[config.mk]
export PLATFORM = sky130hd
export DESIGN_NAME = hrm_io_bridge
export DESIGN_NICKNAME = d
export VERILOG_FILES = /design/src/rtl/hrm_io_pkg.sv /design/src/rtl/hrm_dump_seq.sv /design/src/rtl/hrm_io_bridge.sv
export SDC_FILE = /design/constraint.sdc
export NUM_CORES = 1
export LEC_CHECK = 0
export CAP_MARGIN = 5
export CORE_ASPECT_RATIO = 1.1
export CORE_UTILIZATION = 30
export DETAILED_ROUTE_END_ITERATION = 10
export GPL_TIMING_DRIVEN = 0
export MAX_ROUTING_LAYER = met4
export PLACE_DENSITY = 0.67
export SLEW_MARGIN = 10
export SYNTH_ARGS = -nofsm -noshare
export SYNTH_HDL_FRONTEND = slang
export SYNTH_SLANG_ARGS = --single-unit
export TNS_END_PERCENT = 10
[constraint.sdc]
create_clock -name clk -period 2.1 [get_ports clk]
set_input_delay 0.315 -clock clk [delete_from_list [all_inputs] [get_ports clk]]
set_output_delay 0.315 -clock clk [all_outputs]
set_load 0.05 [all_outputs]
[src/rtl/hrm_io_pkg.sv]
// Shared definitions for the host-side hrmcpu FIFO bridge: FSM encodings,
// the default FIFO depth exponent and the width of the dump entry counter.
package hrm_io_pkg;

    localparam int DEFAULT_LGFLEN = 5;

    // The dump counter must reach 2**lgflen, so it needs one extra bit.
    function automatic int dump_cnt_w(input int lgflen);
        return lgflen + 1;
    endfunction

    localparam int DUMP_CNT_W = dump_cnt_w(DEFAULT_LGFLEN);

    typedef enum logic [1:0] {IN_IDLE, IN_WR, IN_GAP} in_state_t;
    typedef enum logic [1:0] {O_IDLE, O_POP, O_SETTLE} o_state_t;
    typedef enum logic [1:0] {D_IDLE, D_COUNT, D_LEN, D_EMIT} d_state_t;

endpackage

[src/rtl/hrm_dump_seq.sv]
// FIFO dump sequencer: counts the valid entries of the selected CPU FIFO
// through its dump port, then offers a length byte followed by the entries
// as a byte source to the bridge's tx register.
module hrm_dump_seq
    import hrm_io_pkg::*;
#(
    parameter int LGFLEN = DEFAULT_LGFLEN
) (
    input  logic              clk,
    input  logic              i_rst,
    input  logic              dump_req,
    input  logic              dump_sel,
    input  logic              out_idle,
    input  logic [7:0]        dmp_data,
    input  logic              dmp_valid,
    input  logic              src_ready,
    output logic [7:0]        src_data,
    output logic              src_valid,
    output logic              dump_busy,
    output logic              dump_pending,
    output logic              fifo_sel,
    output logic [LGFLEN-1:0] dmp_pos
);
    localparam int CNT_W = dump_cnt_w(LGFLEN);
    localparam logic [CNT_W-1:0]  CNT_FULL = CNT_W'(2 ** LGFLEN);
    localparam logic [CNT_W-1:0]  CNT_ONE  = CNT_W'(1);
    localparam logic [LGFLEN-1:0] POS_ONE  = LGFLEN'(1);

    d_state_t         state;
    logic [CNT_W-1:0] cnt;
    logic             settle;   // dump port result not yet valid for current pos
    logic             last_pos;

    // Source handshake: a byte moves when src_valid && src_ready in the same
    // cycle; src_data is only meaningful while src_valid is high.
    assign src_valid = (state == D_LEN) || ((state == D_EMIT) && !settle);
    assign src_data  = (state == D_LEN) ? 8'(cnt) : dmp_data;
    assign last_pos  = (CNT_W'(dmp_pos) == (cnt - CNT_ONE));

    // Dump FSM: request latch, entry count, length byte, entry emission.
    always_ff @(posedge clk) begin
        if (!i_rst) begin
            state        <= D_IDLE;
            cnt          <= '0;
            settle       <= 1'b0;
            dump_busy    <= 1'b0;
            dump_pending <= 1'b0;
            fifo_sel     <= 1'b0;
            dmp_pos      <= '0;
        end else begin
            case (state)
                D_IDLE: begin
                    if (dump_pending && out_idle) begin
                        dump_pending <= 1'b0;
                        dump_busy    <= 1'b1;
                        dmp_pos      <= '0;
                        cnt          <= '0;
                        settle       <= 1'b1;
                        state        <= D_COUNT;
                    end else if (dump_req) begin
                        dump_pending <= 1'b1;
                        fifo_sel     <= dump_sel;
                    end
                end
                D_COUNT: begin
                    if (settle) begin
                        settle <= 1'b0;
                    end else if (dmp_valid && (cnt != CNT_FULL)) begin
                        cnt     <= cnt + CNT_ONE;
                        dmp_pos <= dmp_pos + POS_ONE;
                        settle  <= 1'b1;
                    end else begin
                        state <= D_LEN;
                    end
                end
                D_LEN: begin
                    if (src_ready) begin
                        dmp_pos <= '0;
                        if (cnt == '0) begin
                            dump_busy <= 1'b0;
                            state     <= D_IDLE;
                        end else begin
                            settle <= 1'b1;
                            state  <= D_EMIT;
                        end
                    end
                end
                D_EMIT: begin
                    if (settle) begin
                        settle <= 1'b0;
                    end else if (src_ready) begin
                        if (last_pos) begin
                            dmp_pos   <= '0;
                            dump_busy <= 1'b0;
                            state     <= D_IDLE;
                        end else begin
                            dmp_pos <= dmp_pos + POS_ONE;
                            settle  <= 1'b1;
                        end
                    end
                end
                default: state <= D_IDLE;
            endcase
        end
    end

endmodule

[src/rtl/hrm_io_bridge.sv]
// Host-side bridge to the hrmcpu FIFOs: host rx bytes go into the INBOX,
// OUTBOX bytes and on-demand FIFO snapshots go out on the host tx stream.
module hrm_io_bridge
    import hrm_io_pkg::*;
#(
    parameter int LGFLEN = DEFAULT_LGFLEN
) (
    input  logic              clk,
    input  logic              i_rst,
    input  logic [7:0]        rx_data,
    input  logic              rx_valid,
    output logic              rx_ready,
    output logic [7:0]        tx_data,
    output logic              tx_valid,
    input  logic              tx_ready,
    input  logic              dump_req,
    input  logic              dump_sel,
    output logic              dump_busy,
    output logic [7:0]        cpu_in_data,
    output logic              cpu_in_wr,
    input  logic              cpu_in_full,
    input  logic [7:0]        cpu_out_data,
    input  logic              cpu_out_empty,
    output logic              cpu_out_rd,
    output logic [LGFLEN-1:0] cpu_fifo_dmp_pos,
    output logic              cpu_fifo_sel,
    input  logic [7:0]        cpu_fifo_dmp_data,
    input  logic              cpu_fifo_dmp_valid
);
    in_state_t  in_state;
    o_state_t   o_state;
    logic [7:0] dmp_src_data;
    logic       dmp_src_valid;
    logic       dump_pending;

    // Host streams use valid/ready: a byte transfers on the cycle both are
    // high; the sender holds data stable while valid is high and ready low.
    assign rx_ready = i_rst && (in_state == IN_IDLE) && !cpu_in_full;

    // INBOX path: capture a host byte, pulse the write, then let full settle.
    always_ff @(posedge clk) begin
        if (!i_rst) begin
            in_state    <= IN_IDLE;
            cpu_in_wr   <= 1'b0;
            cpu_in_data <= 8'h00;
        end else begin
            case (in_state)
                IN_IDLE: begin
                    if (rx_valid && rx_ready) begin
                        cpu_in_data <= rx_data;
                        cpu_in_wr   <= 1'b1;
                        in_state    <= IN_WR;
                    end
                end
                IN_WR: begin
                    cpu_in_wr <= 1'b0;
                    in_state  <= IN_GAP;
                end
                IN_GAP:  in_state <= IN_IDLE;
                default: in_state <= IN_IDLE;
            endcase
        end
    end

    // OUTBOX path: pop one byte when the tx slot is free and no dump wants it.
    always_ff @(posedge clk) begin
        if (!i_rst) begin
            o_state    <= O_IDLE;
            cpu_out_rd <= 1'b0;
        end else begin
            case (o_state)
                O_IDLE: begin
                    if (!cpu_out_empty && !tx_valid && !dump_busy && !dump_pending) begin
                        cpu_out_rd <= 1'b1;
                        o_state    <= O_POP;
                    end
                end
                O_POP: begin
                    cpu_out_rd <= 1'b0;
                    o_state    <= O_SETTLE;
                end
                O_SETTLE: o_state <= O_IDLE;
                default:  o_state <= O_IDLE;
            endcase
        end
    end

    // tx register: loaded by an OUTBOX pop or by the dump source, never both.
    always_ff @(posedge clk) begin
        if (!i_rst) begin
            tx_valid <= 1'b0;
            tx_data  <= 8'h00;
        end else begin
            if (tx_valid && tx_ready) begin
                tx_valid <= 1'b0;
            end
            if (o_state == O_POP) begin
                tx_data  <= cpu_out_data;
                tx_valid <= 1'b1;
            end else if (dmp_src_valid && !tx_valid) begin
                tx_data  <= dmp_src_data;
                tx_valid <= 1'b1;
            end
        end
    end

    hrm_dump_seq #(
        .LGFLEN (LGFLEN)
    ) u_dump_seq (
        .clk          (clk),
        .i_rst        (i_rst),
        .dump_req     (dump_req),
        .dump_sel     (dump_sel),
        .out_idle     (o_state == O_IDLE),
        .dmp_data     (cpu_fifo_dmp_data),
        .dmp_valid    (cpu_fifo_dmp_valid),
        .src_ready    (!tx_valid),
        .src_data     (dmp_src_data),
        .src_valid    (dmp_src_valid),
        .dump_busy    (dump_busy),
        .dump_pending (dump_pending),
        .fifo_sel     (cpu_fifo_sel),
        .dmp_pos      (cpu_fifo_dmp_pos)
    );

endmodule

==> impl_summary.txt <==
----------------------------------------------------
[CTS]
  Clk buf depth ... 2
  CTS H-tree depth ... 2
  Number of buffers created by CTS ... 5
  Clock latency on the worst-skew pair ... 300 ps
  Root Driver ... sky130_fd_sc_hd__clkbuf_8
  Clock tree from TritonCTS ... built
  Clock slew at reported path FFs ... 80 ps
  Sinks on the clock net ... 40

[STA]
  Maximum achievable frequency ... 0.476 GHz
  Relative slew slack ... 58.4%
  Transition time at the pin with the least slew margin ... 624 ps
  Final-report hold violation count ... 0
  Smallest setup slack after layout ... -0.776 ps
  WHS ... 447 ps
  Clock tree skew after final layout ... 7.23 ps
  Total count of max-transition violations in the final report ... 0
  Total Negative Setup Slacks ... -0.776 ps
  Final clock period utilization by the worst path ... 100%
  RSZ-0062 raised after global routing ... yes
  Clock period minus worst slack ... 2100 ps
  Final setup violation count ... 1

[Drt]
  Drt total wl ... 5.10 mm
  Post-DR vias/cell ... 4.82
  DRT iter0 DRCs ... 63
  Vias after detailed routing ... 1881
  Number of remaining DRC errors ... 0
  First-pass detailed-route iteration total ... 4
  Routed length per instance ... 13.1 um
  Post-route antenna net violation count ... 0

[Synthesis]
  Average footprint of a synthesized cell ... 8.80 um^2
  Synth top area cells ... sky130_fd_sc_hd__dfxtp_1 38%, sky130_fd_sc_hd__mux2i_1 10%, sky130_fd_sc_hd__nor2_1 6.8%
  Share of the yosys chip area belonging to registers ... 38.3%
  Number of nets produced by synthesis ... 279
  Summed instance area of the synthesized netlist ... 2090 um^2
  Post-synthesis cell count ... 238
  Async set-reset flop share out of synthesis ... 0%
  Yosys warning count ... 0
  Prevailing post-synth register cell ... sky130_fd_sc_hd__dfxtp_1
  Area fraction of the dominant cell type after synthesis ... 38.3%
  Post-synthesis cell type count ... 46
  Count of flip-flops with a built-in enable after synthesis ... 0
  Library cell with the largest summed area after synthesis ... sky130_fd_sc_hd__dfxtp_1
  Register bit total from synthesis ... 40

[Cells and area]
  Layout Cell Area excl Fill ... 3010 um^2
  Multi-input gate area in the final layout ... 1270 um^2
  # diodes ... 0
  Filler cell count ... 682
  Layout cell share with drive strength beyond 1 ... 14.3%
  Total Nets Final ... 348
  Register area ... 813 um^2
  Layout area overhead ... 44.0%

[Floorplanning]
  Starting density of the core ... 31.4%
  Die Span Y ... 89.6 um
  Number of cell rows ... 31
  Total core area ... 6670 um^2
  Die Outline Area ... 7320 um^2
  Die X ... 81.6 um
  Io pins ... 60

[Hold path]
  Number of stages on the worst hold path ... 1
  End of the worst hold path ... o_state[0]
  Path category of the worst min-delay check ... reg -> reg
  Startpoint of the tightest hold check path ... o_state[0]

[Critical path]
  Reg2reg end ... u_dump_seq.state[1]
  Reg-to-reg slack, setup ... -0.8 ps
  Reg2reg path depth ... 8
  Critical path depth in cells ... 8
  Category of the critical setup timing path ... reg -> reg
  CP Data Arrival Time ... 2310 ps
  Critical path's top delay family ... compound AO/OA/AOI/OAI gates
  Max stage delay cell, worst path ... sky130_fd_sc_hd__a2111oi_4
  CP max FO ... 4
  Number of buffers and inverters on the critical path ... 1
  Critical path startpoint category ... flip-flop
  Required time of the critical path ... 2310 ps
  Reg-to-reg startpoint ... u_dump_seq.cnt[0]
  Cell-by-cell listing of the critical path ... inv_2 -> ha_4 -> o21ba_4 -> a221oi_4 -> nor3b_2 -> a2111oi_4 -> nand2_2 -> o32ai_2
  Worst setup EP type ... flip-flop
  Stage delay of the slowest cell on the critical path ... 440 ps

[Placed design]
  Placed instance area ... 2800 um^2
  Worst slack after detailed placement ... -296 ps
  Port Buffers ... 59
  Half-perimeter wire length after placement ... 3.69 mm
  Placer's final routability congestion estimate ... 0.890

[Status]
  Run status ... complete, but fails checks
  Violated checks ... setup timing

[Global routing]
  Largest net degree at the start of global routing ... 15
  Total track usage ... 15.6%
  First-pass GRT wire length ... 8.47 mm
  Number of antenna violations at the first check in global routing ... 0
  Vias in the first global route ... 1811
  Final global-route overflow total ... 0

[Power]
  PD cells ... 1150 nW/um^2
  Highest ir drop seen on vdd ... 0.532 mV
  Total power ... 0.00346 W
  Leakage power ... 1.10 nW

[Run]
  Reported max-cap violation count ... 0

----------------------------------------------------
[how the worst max path moves through the flow]
stage,from,endpoint,slack [ps]
2_1_floorplan,u_dump_seq.cnt[0],u_dump_seq.state[1],-30
3_3_place_gp,u_dump_seq.cnt[0],u_dump_seq.state[1],-270
3_5_place_dp,u_dump_seq.cnt[0],u_dump_seq.state[1],-300
4_1_cts,u_dump_seq.cnt[0],u_dump_seq.state[1],-80
5_1_grt,u_dump_seq.cnt[0],u_dump_seq.state[1],-100
6_report,u_dump_seq.cnt[0],u_dump_seq.state[1],-0.8
[placed cells by master, fill, tap and decap left out, types with 2 or more instances in the layout]
cell type / count
sky130_fd_sc_hd__inv_2: 2
sky130_fd_sc_hd__mux2i_1: 21
sky130_fd_sc_hd__nor3_1: 3
sky130_fd_sc_hd__o21bai_1: 2
sky130_fd_sc_hd__inv_1: 9
sky130_fd_sc_hd__xnor2_1: 7
sky130_fd_sc_hd__buf_4: 7
sky130_fd_sc_hd__a21oi_1: 12
sky130_fd_sc_hd__clkbuf_8: 5
sky130_fd_sc_hd__clkbuf_1: 6
sky130_fd_sc_hd__or4_1: 2
sky130_fd_sc_hd__nor4_1: 2
sky130_fd_sc_hd__dfxtp_4: 3
sky130_fd_sc_hd__ha_1: 7
sky130_fd_sc_hd__nand4_1: 4
sky130_fd_sc_hd__xor2_1: 8
sky130_fd_sc_hd__nor2_1: 38
sky130_fd_sc_hd__dfxtp_1: 36
sky130_fd_sc_hd__and2_1: 2
sky130_fd_sc_hd__buf_2: 2
sky130_fd_sc_hd__nand3_1: 3
sky130_fd_sc_hd__o21ai_0: 12
sky130_fd_sc_hd__clkdlybuf4s50_1: 58
sky130_fd_sc_hd__nor3b_1: 3
sky130_fd_sc_hd__nand2_1: 18
sky130_fd_sc_hd__a211oi_1: 2
[kinds of logic after synthesis]
group | share of synthesized area (%)
DFF | 38.3
xor gates and xnor gates | 6.28
AOI/OAI and AO/OA | 15.5
and+or+nand+nor | 20.0
muxes | 10.0
buffers and inverters | 5.14
adders and majority gates | 4.78
[metal layers]
metal	global-route usage [%]	share of wire, %	vias to the layer above
met5	-	0	-
met4	4.31	0.80	0
met3	4.24	5.2	6
met2	24.7	46	43
met1	19.5	48	868
li1	-	-	964
[metrics by stage]
step / instances / util (%)
3_5_place_dp: 379 / 42.0
4_1_cts: 390 / 44.8
3_3_place_gp: 379 / 42.0
2_1_floorplan: 238 / -
5_1_grt: 390 / 45.2
6_report: 390 / 45.2
[synth_stat cells (2+ instances only)]
master	instances
sky130_fd_sc_hd__dfxtp_1	40
sky130_fd_sc_hd__nor2_1	38
sky130_fd_sc_hd__mux2i_1	21
sky130_fd_sc_hd__nand2_1	18
sky130_fd_sc_hd__a21oi_1	12
sky130_fd_sc_hd__o21ai_0	12
sky130_fd_sc_hd__inv_1	11
sky130_fd_sc_hd__ha_1	8
sky130_fd_sc_hd__xor2_1	8
sky130_fd_sc_hd__clkbuf_1	7
sky130_fd_sc_hd__xnor2_1	7
sky130_fd_sc_hd__nand4_1	4
sky130_fd_sc_hd__nor3b_1	4
sky130_fd_sc_hd__a211oi_1	3
sky130_fd_sc_hd__nand3_1	3
sky130_fd_sc_hd__nor3_1	3
sky130_fd_sc_hd__nor4_1	3
sky130_fd_sc_hd__and2_1	2
sky130_fd_sc_hd__and3_2	2
sky130_fd_sc_hd__buf_1	2
sky130_fd_sc_hd__buf_2	2
sky130_fd_sc_hd__buf_6	2
sky130_fd_sc_hd__o21bai_1	2
sky130_fd_sc_hd__or4_1	2
[layout make-up]
type | count | share of cell area, %
flip-flops and latches | 40 | 27.0
inverters | 11 | 1.37
well taps | 82 | 3.40
repair buffers | 66 | 21.2
multi-input cells | 174 | 42.1
clock inverters | 3 | 1.54
clock buffers | 5 | 2.28
plain buffers | 9 | 1.20
[flip-flops by register name, indices dropped and copies added (netlist names)]
| name | flops |
|---|---|
| cpu_in_data | 8 |
| tx_data | 8 |
| u_dump_seq.cnt | 6 |
| u_dump_seq.dmp_pos | 5 |
| in_state | 2 |
| o_state | 2 |
| u_dump_seq.state | 2 |
| cpu_in_wr | 1 |
| cpu_out_rd | 1 |
| tx_valid | 1 |
| u_dump_seq.dump_busy | 1 |
| u_dump_seq.dump_pending | 1 |
| u_dump_seq.fifo_sel | 1 |
| u_dump_seq.settle | 1 |
[repair_timing]
action / CTS / global route
hold buffers: 0 / 0
endpoints found under the setup margin: 23 / 12
setup buffers: 3 / 4
resized for setup: 14 / 12
pin swaps: 6 / 12
[where the power goes]
group / internal, W / switching [W]
Combinational: 0.000761 / 0.00103
Sequential: 0.000893 / 0.000122
Clock: 0.000358 / 0.000295
Power figures use the tool's default switching activity.
